File: src/rtl/abl_seq.sv
// Low-address (ABL) cycle sequencer: walks one addressing-mode sequence per request,
// driving ABL stage selects, PCL/AHL loads and ABH page fix-up strobes.
module abl_seq #(
    parameter bit FIX_EN = 1'b1
) (
    input  logic       clk,
    input  logic       rst_n,
    input  logic       start,
    input  logic [1:0] mode,
    input  logic       taken,
    input  logic       force_fix,
    input  logic       rdy,
    input  logic       co,
    input  logic       db7,
    output logic [2:0] op,
    output logic       ci,
    output logic       ld_ahl,
    output logic       ld_pc,
    output logic       inc_pc,
    output logic       abh_zp,
    output logic       abh_stk,
    output logic       abh_inc,
    output logic       abh_dec,
    output logic       busy,
    output logic       done
);

    localparam logic [3:0] S_IDLE  = 4'd0;
    localparam logic [3:0] S_OPR   = 4'd1;
    localparam logic [3:0] S_OPR2  = 4'd2;
    localparam logic [3:0] S_ZP    = 4'd3;
    localparam logic [3:0] S_AX    = 4'd4;
    localparam logic [3:0] S_BR    = 4'd5;
    localparam logic [3:0] S_FIX   = 4'd6;
    localparam logic [3:0] S_STK   = 4'd7;
    localparam logic [3:0] S_RST   = 4'd8;
    localparam logic [3:0] S_BDONE = 4'd9;

    localparam logic [1:0] M_ZPX    = 2'd0;
    localparam logic [1:0] M_ABSX   = 2'd1;
    localparam logic [1:0] M_BRANCH = 2'd2;
    localparam logic [1:0] M_STACK  = 2'd3;

    localparam logic [1:0] D_NONE = 2'b00;
    localparam logic [1:0] D_INC  = 2'b01;
    localparam logic [1:0] D_DEC  = 2'b10;

    localparam logic [2:0] OP_PC   = 3'b000;
    localparam logic [2:0] OP_REG  = 3'b001;
    localparam logic [2:0] OP_BR   = 3'b010;
    localparam logic [2:0] OP_ZPX  = 3'b011;
    localparam logic [2:0] OP_HOLD = 3'b110;
    localparam logic [2:0] OP_ABSX = 3'b111;

    logic [3:0] state_q, state_d;
    logic [1:0] mode_q, mode_d;
    logic [1:0] dir_q, dir_d;

    always_ff @(posedge clk) begin
        if (!rst_n) begin
            state_q <= S_IDLE;
            mode_q  <= M_ZPX;
            dir_q   <= D_NONE;
        end else begin
            state_q <= state_d;
            mode_q  <= mode_d;
            dir_q   <= dir_d;
        end
    end

    // Nothing advances on a stalled cycle; co/taken/force_fix only matter when rdy=1.
    always_comb begin
        state_d = state_q;
        mode_d  = mode_q;
        dir_d   = dir_q;
        if (rdy) begin
            case (state_q)
                S_IDLE: begin
                    if (start) begin
                        mode_d  = mode;
                        state_d = (mode == M_STACK) ? S_STK : S_OPR;
                    end
                end
                S_OPR: begin
                    case (mode_q)
                        M_ZPX:   state_d = S_ZP;
                        M_ABSX:  state_d = S_OPR2;
                        default: state_d = S_BR;
                    endcase
                end
                S_OPR2: state_d = S_AX;
                S_ZP:   state_d = S_RST;
                S_AX: begin
                    if (FIX_EN && (co || force_fix)) begin
                        state_d = S_FIX;
                        dir_d   = co ? D_INC : D_NONE;
                    end else begin
                        state_d = S_RST;
                    end
                end
                S_BR: begin
                    if (taken && FIX_EN && (co ^ db7)) begin
                        state_d = S_FIX;
                        dir_d   = co ? D_INC : D_DEC;
                    end else begin
                        state_d = S_BDONE;
                    end
                end
                S_FIX:   state_d = (mode_q == M_BRANCH) ? S_BDONE : S_RST;
                S_STK:   state_d = S_RST;
                S_RST:   state_d = S_IDLE;
                S_BDONE: state_d = S_IDLE;
                default: state_d = S_IDLE;
            endcase
        end
    end

    // A stalled cycle drives the idle set regardless of state.
    always_comb begin
        op      = OP_HOLD;
        ci      = 1'b0;
        ld_ahl  = 1'b0;
        ld_pc   = 1'b0;
        inc_pc  = 1'b0;
        abh_zp  = 1'b0;
        abh_stk = 1'b0;
        abh_inc = 1'b0;
        abh_dec = 1'b0;
        done    = 1'b0;
        if (rdy) begin
            case (state_q)
                S_OPR: ci = 1'b1;
                S_OPR2: begin
                    ci     = 1'b1;
                    ld_ahl = 1'b1;
                end
                S_ZP: begin
                    op     = OP_ZPX;
                    abh_zp = 1'b1;
                    ld_pc  = 1'b1;
                    inc_pc = 1'b1;
                end
                S_AX: begin
                    op     = OP_ABSX;
                    ld_pc  = 1'b1;
                    inc_pc = 1'b1;
                end
                S_BR: begin
                    op    = taken ? OP_BR : OP_HOLD;
                    ci    = 1'b1;
                    ld_pc = 1'b1;
                end
                S_FIX: begin
                    abh_inc = (dir_q == D_INC);
                    abh_dec = (dir_q == D_DEC);
                end
                S_STK: begin
                    op      = OP_REG;
                    abh_stk = 1'b1;
                end
                S_RST: begin
                    op   = OP_PC;
                    done = 1'b1;
                end
                S_BDONE: done = 1'b1;
                default: ;
            endcase
        end
    end

    assign busy = (state_q != S_IDLE);

endmodule

File: config.mk
export PLATFORM = sky130hd
export DESIGN_NAME = abl_seq
export DESIGN_NICKNAME = d
export VERILOG_FILES = /design/src/rtl/abl_seq.sv
export SDC_FILE = /design/constraint.sdc
export NUM_CORES = 1
export LEC_CHECK = 0
export ABC_CLOCK_PERIOD_IN_PS = 4700
export CAP_MARGIN = 0
export CORE_ASPECT_RATIO = 0.9
export CORE_UTILIZATION = 48
export DETAILED_ROUTE_END_ITERATION = 10
export PLACE_DENSITY = 0.83
export SETUP_SLACK_MARGIN = 0.15
export SKIP_CTS_REPAIR_TIMING = 1
export SLEW_MARGIN = 30
export SYNTH_ARGS = -nofsm -noshare
export SYNTH_HDL_FRONTEND = slang
export SYNTH_SLANG_ARGS = --single-unit
export TNS_END_PERCENT = 1
File: constraint.sdc
create_clock -name clk -period 4.7 [get_ports clk]
set_input_delay 1.41 -clock clk [delete_from_list [all_inputs] [get_ports clk]]
set_output_delay 1.41 -clock clk [all_outputs]
set_load 0.01 [all_outputs]
==> results of run 1 <==
layout make-up:
class	count	area (um2)	share of cell area [%]
timing repair buffer	24	235	24.8
clock buffer	3	22.5	2.37
sequential	8	160	16.9
inverter	4	15.0	1.58
multi-input combinational	82	498	52.5
tap	14	17.5	1.85
kinds of logic (layout without fill, tap and decap cells):
kind of cell	count (synthesis)	after routing
xor+xnor	2	2
mux	2	2
flops	8	8
compound gates	30	30
buf+inv	10	31
simple gates	48	48
power groups by stage:
stage / Clock (mW) / Combinational [mW] / Sequential (mW)
floorplan: 0 / 0.0568 / 0.0767
global placement: 0 / 0.0787 / 0.0846
detailed placement: 0 / 0.0791 / 0.0849
CTS: 0.0554 / 0.0800 / 0.0834
global route: 0.0574 / 0.0889 / 0.0850
finish: 0.0547 / 0.0805 / 0.0839
flip-flops by register name, summed over array words and instances, names as in the netlist:
name	cells
dir_q	2
mode_q	2
state_q	4
through the flow:
| stage | total power, mW | hold WS, ns |
|---|---|---|
| 2_1_floorplan | 0.134 | 0.462 |
| 3_3_place_gp | 0.163 | 0.486 |
| 3_5_place_dp | 0.164 | 0.494 |
| 4_1_cts | 0.219 | 0.504 |
| 5_1_grt | 0.231 | 0.521 |
| 6_report | 0.219 | 0.504 |
cell usage in the layout (no fill, tap or decap):
cell,instances
a211oi_2,1
buf_4,2
or3_1,1
xnor2_1,1
xor2_1,1
nor2b_1,1
inv_1,4
o21ai_0,8
o21ai_4,1
mux2i_1,2
and3_1,2
nand2_1,7
and4b_1,1
clkdlybuf4s50_1,22
o21a_1,2
a21o_1,1
o211ai_1,1
nor4_1,1
o22ai_1,2
or4_4,1
clkbuf_4,3
a21oi_1,7
o21ba_2,1
nand3_1,4
nand4_1,1
o221ai_1,2
nand2b_1,4
nor3_1,4
or3b_2,1
a211oi_1,2
a2111oi_0,1
nand3b_1,3
dfxtp_1,8
a31oi_1,1
nor3b_1,3
nor2_1,14
how the worst max path moves through the flow:
stage	endpoint	slack, ns	cells past startpoint
6_report	abh_dec	0.30	5
5_1_grt	abh_dec	0.18	5
4_1_cts	abh_dec	0.31	5
3_5_place_dp	abh_dec	0.32	5
3_3_place_gp	abh_dec	0.32	5
2_1_floorplan	abh_dec	1.03	4
layer usage:
metal / share of wire, % / global-route usage [%] / vias to the layer above / wire length [um]
li1: - / - / 411 / -
met1: 46 / 34.5 / 357 / 855
met2: 45 / 42.3 / 45 / 844
met3: 6.4 / 1.89 / 7 / 119
met4: 2.3 / 17.2 / 0 / 42
met5: 0 / 0 / - / 0
tightest hold or removal path, delay by kind of cell, from the launching register on:
| kind | cells | cell delay, ns |
|---|---|---|
| AOI/OAI and AO/OA | 1 | 0.09 |
| and+or+nand+nor | 1 | 0.05 |
| DFF | 1 | 0.32 |
==> flow_metrics.env, run 1 <==
export IMPL_cp_slowest_stage_delay_ns=0.56
export IMPL_grt_pass1_vias=747
export IMPL_dpl_cell_area_um2=926
export IMPL_dieArea_um2=1610
export IMPL_dp_hpwl_um=1320
export IMPL_yosys_area_share_simple_pct=36.7
export IMPL_synth_yosys_seq_area_share_pct=22.9
export IMPL_synth_edf_count=0
export IMPL_drv_cap=0
export IMPL_rsz0062_at_grt="false"
export IMPL_fin_nets=133
export IMPL_die_x_um=42.2
export IMPL_grt_ovfl_total=0
export IMPL_yosysTopAreaCell="dfxtp_1"
export IMPL_syn_avg_cell_area_um2=6.98
export IMPL_fin_util_pct=73.4
export IMPL_die_h_um=38.2
export IMPL_worstSkewPairLatency_ns=0.26
export IMPL_dr_pass1_iters=4
export IMPL_cp_arrival_ns=2.99
export IMPL_hold_viol_final=0
export IMPL_wl_per_cell_um=13.8
export IMPL_tritoncts="built"
export IMPL_diodes=0
export IMPL_maxSlewHeadroom_pct=60.9
export IMPL_synth_top_area_share_pct=22.9
export IMPL_hold_end="dir_q[1]"
export IMPL_peakVddDrop_mv=0.244
export IMPL_worstMarginPinSlew_ns=0.572
export IMPL_antenna_found_initial=0
export IMPL_netlist_area_um2=698
export IMPL_fp_row_count=12
export IMPL_crit_type="in2out"
export IMPL_numCtsBuffers=3
export IMPL_clock_sinks=8
export IMPL_synthAdderAreaFrac_pct=0
export IMPL_dp_cells=132
export IMPL_core_um2=1290
export IMPL_fin_crit_ns=4.40
export IMPL_postSynth_asyncResetShare_pct=0
export IMPL_clkTransAtPathRegs_ns=0.06
export IMPL_p_leak_nw=0.335
export IMPL_hold_start="dir_q[1]"
export IMPL_seq_power_share_pct=38.3
export IMPL_ff2ff_path_depth=4
export IMPL_first_iter_violations=26
export IMPL_hold_class="reg2reg"
export IMPL_fmax_mhz=227
export IMPL_r2r_slack_ns=2.92
export IMPL_slew_viol_final=0
export IMPL_final_cells=135
export IMPL_combPwrFrac_pct=36.8
export IMPL_setup_viol=0
export IMPL_crit_path_start="rdy"
export IMPL_path_buf_inv=2
export IMPL_ant_nets=0
export IMPL_worstSetupEndpointType="primary output"
export IMPL_grt_max_degree=18
export IMPL_path_delay_family="buffers and inverters"
export IMPL_clkPwrFrac_pct=24.9
export IMPL_synth_most_common_cell="nor2_1"
export IMPL_cts_root_buf="clkbuf_4"
export IMPL_syn2layout_area_growth_pct=35.8
export IMPL_hold_depth=2
export IMPL_gp_congestion=0.916
export IMPL_power_switching_uw=77.1
export IMPL_vias=820
export IMPL_tns_ns=0
export IMPL_ys_flop_type="dfxtp_1"
export IMPL_synth_cell_types=35
export IMPL_cp_slowest_cell="clkdlybuf4s50_1"
export IMPL_period_share_pct=93.6
export IMPL_start_kind="input pin"
export IMPL_synth_xor_area_share_pct=2.51
export IMPL_required_ns=3.29
export IMPL_power_density_nw_per_um2=231
export IMPL_drc_errors=0
export IMPL_crit_fanout=2
export IMPL_grt_pass1_wl_um=3160
export IMPL_ys_seq_elements=8
export IMPL_yosys_warnings=0
export IMPL_worst_slack_ns=0.302
export IMPL_fin_skew_ns=0.00760
export IMPL_clock_path_buffers=2
export IMPL_r2r_start="state_q[2]"
export IMPL_synth_compound_area_share_pct=29.2
export IMPL_status="finished, final reports clean"
export IMPL_ios=23
export IMPL_ys_top_cells_by_area="dfxtp_1 23%, nor2_1 7.5%, o21ai_0 5.7%"
export IMPL_final_area_um2=948
export IMPL_dp_slack_ns=0.319
export IMPL_port_buffers=22
export IMPL_cts_max_level=1
export IMPL_r2r_end="state_q[2]"
export IMPL_synth_nets=110
export IMPL_p_int_uw=142
export IMPL_finalWirelength_um=1860
export IMPL_synth_top_family_by_area="simple AND/OR/NAND/NOR gates"
export IMPL_synth_mux_area_fraction_pct=2.87
export IMPL_grtUsageTotal_pct=26.3
export IMPL_fillers=111
export IMPL_cp_cell_sequence="clkdlybuf4s50_1 > nand3b_1 > nand3b_1 > nor3b_1 > clkdlybuf4s50_1"
export IMPL_synth_commonest_cells="14 x nor2_1, 8 x dfxtp_1, 8 x o21ai_0, 7 x a21oi_1, 7 x nand2_1"
export IMPL_netlist_instances=100
export IMPL_via_per_inst=6.07
export IMPL_layout_drive_gt1_share_pct=8.26
export IMPL_start_util_pct=54.1
export IMPL_swShare_pct=35.2
Note: power is estimated with default switching activity, not from simulation.
==> run 2: changes to the inputs <==
Settings changed: GPL_ROUTABILITY_DRIVEN from default to 0.
==> flow_metrics.env, run 2 (same netlist as run 1, synthesis figures left out) <==
export IMPL_dr_pass1_iters=4
export IMPL_swShare_pct=34.9
export IMPL_hold_class="reg2reg"
export IMPL_cp_arrival_ns=2.97
export IMPL_die_x_um=42.2
export IMPL_layout_common_cells="22 x clkdlybuf4s50_1, 14 x nor2_1, 8 x o21ai_0, 8 x dfxtp_1"
export IMPL_p_int_uw=142
export IMPL_layout_drive_gt1_share_pct=8.26
export IMPL_fp_row_count=12
export IMPL_worstMarginPinSlew_ns=0.651
export IMPL_r2r_slack_ns=2.88
export IMPL_period_share_pct=93.3
export IMPL_grt_max_degree=18
export IMPL_hold_depth=2
export IMPL_dieArea_um2=1610
export IMPL_clkTransAtPathRegs_ns=0.06
export IMPL_hold_end="dir_q[0]"
export IMPL_final_area_um2=948
export IMPL_via_per_inst=6.01
export IMPL_seqCellArea_um2=160
export IMPL_ff2ff_path_depth=4
export IMPL_tritoncts="built"
export IMPL_setup_viol=0
export IMPL_biggestRegsByFlops="state_q x4, dir_q x2, mode_q x2"
export IMPL_syn2layout_area_growth_pct=35.8
export IMPL_port_buffers=22
export IMPL_crit_fanout=2
export IMPL_tns_ns=0
export IMPL_cts_max_level=1
export IMPL_drv_cap=0
export IMPL_ios=23
export IMPL_cp_cell_sequence="clkdlybuf4s50_1 > nand3b_1 > nand3b_1 > nor3b_1 > clkdlybuf4s50_1"
export IMPL_start_kind="input pin"
export IMPL_wl_per_cell_um=13.3
export IMPL_hold_viol_final=0
export IMPL_worstSetupEndpointType="primary output"
export IMPL_grtUsageTotal_pct=26.0
export IMPL_core_um2=1290
export IMPL_numCtsBuffers=3
export IMPL_worstSkewPairLatency_ns=0.26
export IMPL_first_iter_violations=16
export IMPL_power_switching_uw=76.1
export IMPL_hold_start="dir_q[0]"
export IMPL_fin_nets=133
export IMPL_crit_type="in2out"
export IMPL_r2r_start="state_q[2]"
export IMPL_layout_commonest_cell="clkdlybuf4s50_1"
export IMPL_hold_ws_ns=0.517
export IMPL_cp_slowest_stage_delay_ns=0.56
export IMPL_multi_input_area_um2=498
export IMPL_seq_power_share_pct=38.4
export IMPL_finalWirelength_um=1790
export IMPL_drc_errors=0
export IMPL_clock_path_buffers=2
export IMPL_grt_pass1_vias=734
export IMPL_r2r_end="state_q[2]"
export IMPL_power_density_nw_per_um2=230
export IMPL_p_leak_nw=0.335
export IMPL_antenna_found_initial=0
export IMPL_cts_root_buf="clkbuf_4"
export IMPL_fin_crit_ns=4.38
export IMPL_final_cells=135
export IMPL_status="finished, final reports clean"
export IMPL_fin_skew_ns=0.00823
export IMPL_ant_nets=0
export IMPL_vias=811
export IMPL_combPwrFrac_pct=36.7
export IMPL_grt_ovfl_total=0
export IMPL_slew_viol_final=0
export IMPL_dp_hpwl_um=1290
export IMPL_start_util_pct=54.1
export IMPL_clkPwrFrac_pct=24.9
export IMPL_required_ns=3.29
export IMPL_largest_reg_flops=4
export IMPL_grt_pass1_wl_um=3150
export IMPL_regMostFlops="state_q"
export IMPL_rsz0062_at_grt="false"
export IMPL_fillers=121
export IMPL_dpl_cell_area_um2=926
export IMPL_maxSlewHeadroom_pct=55.5
export IMPL_dp_cells=132
export IMPL_diodes=0
export IMPL_fmax_mhz=228
export IMPL_clock_sinks=8
export IMPL_die_h_um=38.2
export IMPL_peakVddDrop_mv=0.191
export IMPL_cp_slowest_cell="clkdlybuf4s50_1"
[run 2: cell counts in the layout (fill, tap and decap cells not counted)]
No cell type changed its count.
[run 2: critical path, delay by kind of cell]
kind	cells	cell delay, ns
buffers and inverters	2	1.04
AND/OR/NAND/NOR	3	0.52
[run 2: area by class of cell]
class | count | share of cell area [%]
Multi-Input combinational cell | 82 | 52.5
Timing Repair Buffer | 24 | 24.8
Sequential cell | 8 | 16.9
Clock buffer | 3 | 2.37
Tap cell | 14 | 1.85
Inverter | 4 | 1.58
[run 2: power groups by stage]
stage | Combinational (mW) | Sequential, mW | Clock (mW)
CTS | 0.0798 | 0.0832 | 0.0552
floorplan | 0.0568 | 0.0767 | 0
finish | 0.0801 | 0.0837 | 0.0543
global route | 0.0892 | 0.0848 | 0.0573
detailed placement | 0.0791 | 0.0847 | 0
global placement | 0.0786 | 0.0845 | 0
[run 2: metal layers]
layer / global-route usage, % / wire length (um) / vias to the layer above
met2: 41.9 / 775 / 33
met5: 0 / 0 / -
li1: - / - / 406
met3: 3.30 / 100 / 5
met1: 34.2 / 882 / 367
met4: 14.1 / 31 / 0
[run 2: worst max-delay path by stage]
| stage | from | to | slack, ns | depth (start not counted) |
|---|---|---|---|---|
| 6_report | rdy | abh_dec | 0.32 | 5 |
| 5_1_grt | rdy | abh_inc | 0.20 | 5 |
| 4_1_cts | rdy | abh_dec | 0.31 | 5 |
| 3_5_place_dp | rdy | abh_dec | 0.32 | 5 |
| 3_3_place_gp | rdy | abh_dec | 0.33 | 5 |
| 2_1_floorplan | rdy | abh_dec | 1.03 | 4 |
[run 2: through the flow]
stage	util (%)	power, mW	worst slack (ns)
finish	73.4	0.218	0.316
global route	73.4	0.231	0.201
detailed placement	71.7	0.164	0.320
CTS	73.4	0.218	0.309
floorplan	-	0.134	1.03
global placement	71.7	0.163	0.326
==> run 3: changes to the inputs <==
Settings changed: GPL_ROUTABILITY_DRIVEN 0 to default, GPL_TIMING_DRIVEN from default to 0.
==> flow_metrics.env, run 3 (same netlist as run 1, synthesis figures left out) <==
export IMPL_cts_max_level=1
export IMPL_die_h_um=38.2
export IMPL_hold_start="dir_q[1]"
export IMPL_status="finished, final reports clean"
export IMPL_grtUsageTotal_pct=27.8
export IMPL_ff2ff_path_depth=4
export IMPL_grt_pass1_vias=790
export IMPL_cp_cell_sequence="clkdlybuf4s50_1 > a21oi_1 > nor3_1 > o21ai_0 > clkdlybuf4s50_1"
export IMPL_cts_root_buf="clkbuf_4"
export IMPL_vias=832
export IMPL_cp_arrival_ns=2.87
export IMPL_cp_slowest_cell="clkdlybuf4s50_1"
export IMPL_biggestRegsByFlops="state_q x4, dir_q x2, mode_q x2"
export IMPL_fin_crit_ns=4.28
export IMPL_r2r_slack_ns=3.02
export IMPL_crit_top_cell="clkdlybuf4s50_1"
export IMPL_maxSlewHeadroom_pct=51.7
export IMPL_setup_viol=0
export IMPL_grt_ovfl_total=0
export IMPL_fillers=116
export IMPL_tns_ns=0
export IMPL_via_per_inst=6.07
export IMPL_fin_nets=135
export IMPL_clkTransAtPathRegs_ns=0.06
export IMPL_syn2layout_area_growth_pct=34.4
export IMPL_grt_max_degree=11
export IMPL_die_x_um=42.2
export IMPL_crit_fanout=5
export IMPL_regMostFlops="state_q"
export IMPL_wl_per_cell_um=14.3
export IMPL_hold_viol_final=0
export IMPL_port_buffers=20
export IMPL_p_leak_nw=0.331
export IMPL_drc_errors=0
export IMPL_hold_end="dir_q[1]"
export IMPL_layout_commonest_cell="clkdlybuf4s50_1"
export IMPL_ant_nets=0
export IMPL_gp_congestion=0.900
export IMPL_ios=23
export IMPL_power_density_nw_per_um2=233
export IMPL_r2r_start="state_q[2]"
export IMPL_crit_type="in2out"
export IMPL_layout_common_cells="20 x clkdlybuf4s50_1, 14 x nor2_1, 8 x o21ai_0, 8 x dfxtp_1"
export IMPL_start_kind="input pin"
export IMPL_start_util_pct=54.1
export IMPL_period_share_pct=91.1
export IMPL_core_um2=1290
export IMPL_finalWirelength_um=1960
export IMPL_rsz0062_at_grt="false"
export IMPL_first_iter_violations=34
export IMPL_hold_depth=2
export IMPL_drv_cap=0
export IMPL_dp_hpwl_um=1480
export IMPL_diodes=0
export IMPL_cp_slowest_stage_delay_ns=0.55
export IMPL_numCtsBuffers=3
export IMPL_grt_pass1_wl_um=3390
export IMPL_required_ns=3.29
export IMPL_clock_path_buffers=2
export IMPL_fin_skew_ns=0.00283
export IMPL_hold_class="reg2reg"
export IMPL_fmax_mhz=234
export IMPL_antenna_found_initial=0
export IMPL_dr_pass1_iters=4
export IMPL_largest_reg_flops=4
export IMPL_fin_util_pct=72.7
export IMPL_dieArea_um2=1610
export IMPL_r2r_end="state_q[2]"
export IMPL_layout_drive_gt1_share_pct=8.13
export IMPL_fp_row_count=12
export IMPL_worstMarginPinSlew_ns=0.706
export IMPL_clock_sinks=8
export IMPL_peakVddDrop_mv=0.188
export IMPL_worstSkewPairLatency_ns=0.25
export IMPL_slew_viol_final=0
export IMPL_worstSetupEndpointType="primary output"
export IMPL_tritoncts="built"
[run 3: power by group]
| part | internal, mW | total [mW] | switching [mW] |
|---|---|---|---|
| clock | 0.0293 | 0.0536 | 0.0243 |
| sequential | 0.0721 | 0.0775 | 0.00540 |
| combinational | 0.0395 | 0.0877 | 0.0482 |
[run 3: through the flow]
step                      std cells  cell area (um2)  hold slack [ns]  worst slack [ns]  power, mW
after global placement          134              916            0.487             0.456      0.164
after CTS                       137              938            0.501             0.423      0.219
after global routing            137              938            0.514             0.298      0.233
after floorplan                 100              698            0.462              1.03      0.134
after detailed placement        134              916            0.492             0.415      0.165
final                           137              938            0.497             0.418      0.219
[run 3: layout make-up]
class	instances	area (um2)	share of cell area, %
Buffer	6	25.0	2.67
Sequential cell	8	160	17.1
Clock buffer	3	22.5	2.40
Timing Repair Buffer	20	200	21.3
Tap cell	14	17.5	1.87
Multi-Input combinational cell	82	498	53.1
Inverter	4	15.0	1.60
[run 3: how the worst max path moves through the flow]
| stage | startpoint | to | slack, ns | depth (start not counted) |
|---|---|---|---|---|
| 2_1_floorplan | rdy | abh_dec | 1.03 | 4 |
| 3_3_place_gp | taken | op[2] | 0.46 | 5 |
| 3_5_place_dp | taken | op[2] | 0.42 | 5 |
| 4_1_cts | taken | op[2] | 0.42 | 5 |
| 5_1_grt | rdy | abh_dec | 0.30 | 5 |
| 6_report | taken | op[2] | 0.42 | 5 |
[run 3: metal layers]
metal  vias to the layer above  track usage [%]  wire length, um  part of all wire, %
li1                        411                -                -                    -
met1                       368             36.2              904                   46
met2                        45             46.9              904                   46
met3                         8             3.77              122                  6.2
met4                         0             10.9               30                  1.5
met5                         -                0                0                    0
[run 3: critical path: cells and delay by family]
| kind | cells | cell delay, ns |
|---|---|---|
| compound gates | 2 | 0.34 |
| buf+inv | 2 | 1.05 |
| simple gates | 1 | 0.06 |
